===== src/rtl/fetch_unit.sv =====
// Instruction-fetch stage: owns the PC, addresses the combinational instruction
// memory and loads the IF/ID register, with stall, redirect and fetch-fault handling.
module fetch_unit #(
   parameter logic [31:0] RESET_VECTOR = 32'h0000_0000,
   parameter int unsigned MEM_BYTES    = 1024,
   parameter logic [31:0] NOP_WORD     = 32'h0000_0013
) (
   input  logic        I_clk,
   input  logic        I_rst,
   input  logic        I_stall,
   input  logic        I_redirect,
   input  logic [31:0] I_target,
   output logic [31:0] O_imem_address,
   input  logic [31:0] I_imem_data,
   output logic [31:0] O_instr,
   output logic [31:0] O_pc,
   output logic [31:0] O_pc_plus4,
   output logic        O_valid,
   output logic        O_fault,
   output logic [31:0] O_fault_addr,
   output logic [31:0] O_fetch_count
);

   typedef enum logic {ST_RUN, ST_FAULT} state_t;

   localparam logic [31:0] LAST_ADDR = 32'(MEM_BYTES - 4);

   function automatic logic legal(input logic [31:0] a);
      return (a[1:0] == 2'b00) && (a <= LAST_ADDR);
   endfunction

   state_t      state, state_n;
   logic [31:0] pc, pc_n;
   logic [31:0] instr_q, instr_n;
   logic [31:0] id_pc_q, id_pc_n;
   logic        valid_q, valid_n;
   logic [31:0] fault_addr_q, fault_addr_n;
   logic [31:0] count_q, count_n;
   logic [31:0] seq_pc;

   assign seq_pc = pc + 32'd4;

   always_comb begin
      state_n      = state;
      pc_n         = pc;
      instr_n      = instr_q;
      id_pc_n      = id_pc_q;
      valid_n      = valid_q;
      fault_addr_n = fault_addr_q;
      count_n      = count_q;
      case (state)
         ST_RUN: begin
            if (I_redirect) begin
               // The word at the current PC is dropped: one bubble per redirect.
               valid_n = 1'b0;
               instr_n = NOP_WORD;
               pc_n    = I_target;
               if (!legal(I_target)) begin
                  state_n      = ST_FAULT;
                  fault_addr_n = I_target;
               end
            end else if (!I_stall) begin
               instr_n = I_imem_data;
               id_pc_n = pc;
               valid_n = 1'b1;
               count_n = count_q + 32'd1;
               pc_n    = seq_pc;
               if (!legal(seq_pc)) begin
                  state_n      = ST_FAULT;
                  fault_addr_n = seq_pc;
               end
            end
         end
         ST_FAULT: begin
            if (I_redirect && legal(I_target)) begin
               state_n = ST_RUN;
               pc_n    = I_target;
               valid_n = 1'b0;
               instr_n = NOP_WORD;
            end else begin
               // PC stays frozen; a held instruction drains once, then bubbles.
               if (I_redirect) fault_addr_n = I_target;
               if (!I_stall) begin
                  valid_n = 1'b0;
                  instr_n = NOP_WORD;
               end
            end
         end
         default: state_n = ST_RUN;
      endcase
   end

   always_ff @(posedge I_clk) begin
      if (I_rst) begin
         state        <= ST_RUN;
         pc           <= RESET_VECTOR;
         instr_q      <= NOP_WORD;
         id_pc_q      <= 32'd0;
         valid_q      <= 1'b0;
         fault_addr_q <= 32'd0;
         count_q      <= 32'd0;
      end else begin
         state        <= state_n;
         pc           <= pc_n;
         instr_q      <= instr_n;
         id_pc_q      <= id_pc_n;
         valid_q      <= valid_n;
         fault_addr_q <= fault_addr_n;
         count_q      <= count_n;
      end
   end

   assign O_imem_address = pc;
   assign O_instr        = instr_q;
   assign O_pc           = id_pc_q;
   assign O_pc_plus4     = id_pc_q + 32'd4;
   assign O_valid        = valid_q;
   assign O_fault        = (state == ST_FAULT);
   assign O_fault_addr   = fault_addr_q;
   assign O_fetch_count  = count_q;

endmodule


===== config.mk =====
export PLATFORM = sky130hd
export DESIGN_NAME = fetch_unit
export DESIGN_NICKNAME = d
export VERILOG_FILES = /design/src/rtl/fetch_unit.sv
export SDC_FILE = /design/constraint.sdc
export NUM_CORES = 1
export LEC_CHECK = 0
export ABC_AREA = 1
export BUFFER_PORTS_ARGS = -buffer_cell sky130_fd_sc_hd__buf_2
export CORE_MARGIN = 2
export CORE_UTILIZATION = 55
export CTS_CLUSTER_SIZE = 20
export DETAILED_ROUTE_END_ITERATION = 7
export PLACE_DENSITY = 0.86
export SLEW_MARGIN = 5
export SYNTH_ARGS = -nofsm -noshare
export SYNTH_HDL_FRONTEND = slang
export SYNTH_SLANG_ARGS = --single-unit
export TNS_END_PERCENT = 100

===== constraint.sdc =====
create_clock -name I_clk -period 5.2 [get_ports I_clk]
set_clock_uncertainty 0.15 [all_clocks]
set_input_delay 0.52 -clock I_clk [delete_from_list [all_inputs] [get_ports I_clk]]
set_output_delay 0.52 -clock I_clk [all_outputs]
set_load 0.01 [all_outputs]

# After elaboration in Yosys (flattened, before gate mapping)
# Index checks and enable logic that the tools add are counted.
# totals
ff_bits,162
latchBits,0
ram_bits,0
mem_bits_ro,0
out_inout_bits,194
wordCells,58
memories,0
# op_classes
add_sub_neg,3
n_mul,0
div,0
n_lt_le_gt_ge,2
n_eq_ne,7
n_shift,0
n_mux,27
bitwise_logic,3
reduce_logical,9
# ops
op,n
two-way mux 32 bit,13
one-hot mux 32 bit (2 select lines),3
"adder 32 x 3 -> 32 bit, second input constant",2
"<= comparator 32 x 10 -> 1 bit, second input constant",2
"adder 32 x 1 -> 32 bit, second input constant",1
two-way mux 1 bit,9
"!= test 3 bit, second input constant",3
AND reduction 5 bit,1
zero test 2 bit,2
"!= test 2 bit, second input constant",2
one-hot mux 1 bit (2 select lines),2
AND reduction 2 bit,2
logical AND 1 bit,3
"!= test 3 x 2 -> 1 bit, second input constant",1
inverter 1 bit,3
AND reduction 3 bit,1
"!= test 2 x 1 -> 1 bit, second input constant",1

# Longest topological paths before layout
# logic_depth
ltp_word,7
mapped_depth,19
mapped_depth_nobuf,17

# Least setup slack after synthesis
# Ideal clock, no wire load.
# synth_timing
path_type,register -> output
startpoint,"reg id_pc_q[2], in the netlist O_pc[2]"
endpoint,out O_pc_plus4[28]
t_arrival_ns,2.074
required_time_ns,4.530
slack_ns,2.456
stages_incl_launch_ff,11
path_cell_list,dfxtp_1 ha_1 nand2_1 inv_1 nand4_1 nor2_1 nand3_1 nor3_1 nand4_1 nor4_1 xor2_1
# synth_between
elab_chain_cells,1
# synth_lines
item,line_no,source
"start, declared",35,"logic [31:0] id_pc_q, id_pc_n;"
"start signal, assigned",106,id_pc_q <= id_pc_n;
adder 32 x 3 -> 32 bit,116,assign O_pc_plus4 = id_pc_q + 32'd4;
"end, declared",17,"output logic [31:0] O_pc_plus4,"
# Every way passes these cells.

# Worst setup path in the final report
# Same ends and word-level chain as after synthesis.

==> flow_summary_export.csv <==
group,metric,value,unit
finish,area_delta_synth_final,23.9,%
critical_path,crit_path_cell_trace,"ha_1 -> nand2_1 -> inv_1 -> nand4_1 -> nor2_1 -> nand3_1 -> nor3_1 -> nand4_1 -> nor4_1 -> xor2_1 -> buf_2",
min_path,hp-class,"in -> reg",
synth,yosys.cell_types.count,36,
clock_network,numClockSinks,162,
clock_network,cts_buffer_depth,2,
route,wl_per_cell,15.4,um
synth,netlist.top_cell.by_area,"dfxtp_1",
critical_path,start_kind,"flip-flop",
critical_path,crit_slowest_cell,"dfxtp_1",
clock_network,insertion_delay,430,ps
pwr,p_leak,4.59,nW
placement,portBuffers,261,
critical_path,critPathKind,"reg -> out",
route,wl,25.0,mm
placement,dpl.hpwl,18.6,mm
pwr,finalPower,3.12,mW
die,die_area,15800,sq um
die,num_rows,44,
route,dr.pass1.iters,6,
die,die_h,126,um
critical_path,crit_fanout,5,
global_route,track_usage,30.8,%
critical_path,cp.arrival,2940,ps
die,start_util,56.2,%
critical_path,endpoint_kind,"primary output",
placement,pre_cts_slack,1820,ps
timing,rsz0062_at_grt,"no",
critical_path,cp.required,4530,ps
timing,fmax,277,MHz
synth,ys_warn_count,0,
route,drt_iter0_drc,823,
finish,antennaDiodeCount,0,
route,dr_total_vias,9005,
die,dieWidth,126,um
critical_path,crit_top_cell,"nand4_1",
clock_network,holdBufCountCts,0,
global_route,grt_max_degree,73,
placement,dpl_cell_area,9480,sq um
critical_path,path_buf_inv,2,
global_route,overflow,0,
synth,syn_area,8140,sq um
clock_network,cts.clk_slew.worst_paths,60,ps
finish,drive_gt1_share,22.3,%
timing,tightest_slew,1050,ps
clock_network,cts_root_buf,"clkbuf_16",
critical_path,reg2reg_depth,14,
timing,tns,0,ps
die,pin_count,262,
placement,routabilityCongestion,0.978,
global_route,use_met2,49.3,%
critical_path,cp.depth,11,
global_route,grt_use_met3,6.33,%
synth,yosysTopAreaCellShare,39.9,%
clock_network,htreeDepth,4,
synth,avgSynthCellArea,6.77,sq um
job,drv_cap,0,
outcome,status,"completed",
clock_network,cts_buffers,17,
synth,synth.yosys.seq_area_share,39.9,%
critical_path,critical-path-max-stage-delay,430,ps
route,drt-vias-per-instance,5.52,
clock_network,cts_resized,0,
global_route,met1_usage,41.4,%
timing,setup_ws,1590,ps
die,core,14500,sq um
timing,relSlewSlack,29.9,%
synth,syn_nets,1273,
timing,setup_viol_count_final,0,
synth,syn_inst,1201,
clock_network,cts_setup_buffers,0,
timing,fin_crit,3610,ps
synth,synth-seq-cells,162,
pwr,peakVddDrop,0.209,mV
finish,postLayoutCellArea,10100,sq um
clock_network,cts_tree,"yes",
finish,fillers,1259,
pwr,p_per_area,310,nW/um^2
global_route,antenna_found_initial,0,
timing,hold_viol,0,
min_path,hold_depth,3,
global_route,grt_pass1_vias,7896,
timing,final_max_slew_viol_count,0,
global_route,grt_pass1_wl,39.6,mm
route,drtAntennaViolNets,0,
timing,period_share,69.5,%
route,drc,0,
global_route,busiest_layer,"met2",
finish,fin_nets,1505,
synth,synth_area_leaders,"dfxtp_1 (40%), nand2_1 (14%), nor2_1 (8.5%)",
critical_path,cp_top_family,"simple AND/OR/NAND/NOR gates",
==> per-layer routing <==
metal	vias to the layer above	wire (um)
met3	67	2420
met2	489	11500
met1	4053	10500
met4	0	641
met5	-	0
li1	4396	-
==> cell usage after synthesis, drive strengths merged <==
library cell and number:
nor4 13, mux2i 1, nand4 18, nand3b 18
o21a 3, clkinv 2, xnor2 13, ha 4
a21oi 99, nor2 194, nand2 300, inv 89
nand3 46, o22ai 3, xor2 31, or2 2
nor3 24, a211oi 12, a21boi 10, o21ai 100
clkbuf 39, and3 2, buf 15, o21bai 1
dfxtp 162
==> where the power goes <==
group	switching [mW]	internal (mW)	leakage (nW)	total [mW]
Sequential	0.0855	1.31	1.33	1.40
Clock	0.511	0.771	0.292	1.28
Combinational	0.279	0.166	2.97	0.445
Total	0.875	2.25	4.59	3.12
==> cells by family after synthesis <==
group	count (synthesis)	share of synthesized area, %
compound gates	228	14.9
flops	162	39.9
mux	1	0.123
fa+ha+maj	4	0.615
xor+xnor	44	4.74
buf+inv	145	7.18
simple gates	617	32.6
==> state kept, by name (all words and copies together), names as in the netlist <==
register,flops
O_fault_addr,32
O_fetch_count,32
O_pc,32
O_valid,1
O_instr,32
O_imem_address,32
O_fault,1
==> layout by cell type, fill, tap and decap left out, types with 3 or more instances in the layout <==
cell and count:
a211oi_1 12, a21boi_0 10, a21oi_1 98, buf_2 261, buf_4 6, bufinv_16 3, clkbuf_1 3, clkbuf_16 17
clkinv_4 3, dfxtp_1 162, ha_1 4, inv_1 85, inv_2 5, nand2_1 297, nand2_2 3, nand3_1 43
nand3b_1 18, nand4_1 18, nor2_1 184, nor2_2 4, nor2_4 6, nor3_1 22, nor4_1 13, o21a_1 3
o21ai_0 99, o22ai_1 3, xnor2_1 13, xor2_1 31
==> through the flow <==
| step | instances | utilization, % | hold slack (ps) |
|---|---|---|---|
| after global routing | 1630 | 69.6 | 179 |
| after CTS | 1630 | 69.6 | 167 |
| final | 1630 | 69.6 | 179 |
| after detailed placement | 1598 | 65.5 | 298 |
| after floorplan | 1201 | - | 333 |
| after global placement | 1598 | 65.5 | 295 |
==> final timing paths <==
| check | startpoint | to | slack, ps |
|---|---|---|---|
| setup / recovery | O_pc[2] | O_pc_plus4[28] | 1590 |
| hold / removal | I_imem_data[1] | O_instr[1] | 180 |
| setup reg to reg | O_imem_address[2] | O_fault_addr[27] | 1980 |
| hold reg to reg | O_instr[3] | O_instr[3] | 310 |
==> cell type report <==
cell class	count	area, sq um	area share [%]
multi-input cells	894	4310	42.8
flip-flops and latches	162	3240	32.2
repair buffers	267	1350	13.4
clock buffers	21	450	4.47
inverters	91	342	3.39
well taps	184	230	2.28
clock inverters	11	151	1.50
==> worst register-to-register path: stages, from the launching register on <==
cell	delay, ps
dfxtp_1	460
ha_1	270
inv_1	100
nor2_4	190
nand4_1	110
nand2_1	130
nand2_1	90
nor2_1	140
nand3_1	130
nor2_1	160
nand3_2	130
nand3_4	220
nand2_2	490
nor2_1	270
nor2_1	70
Power figures use the tool's default switching activity.
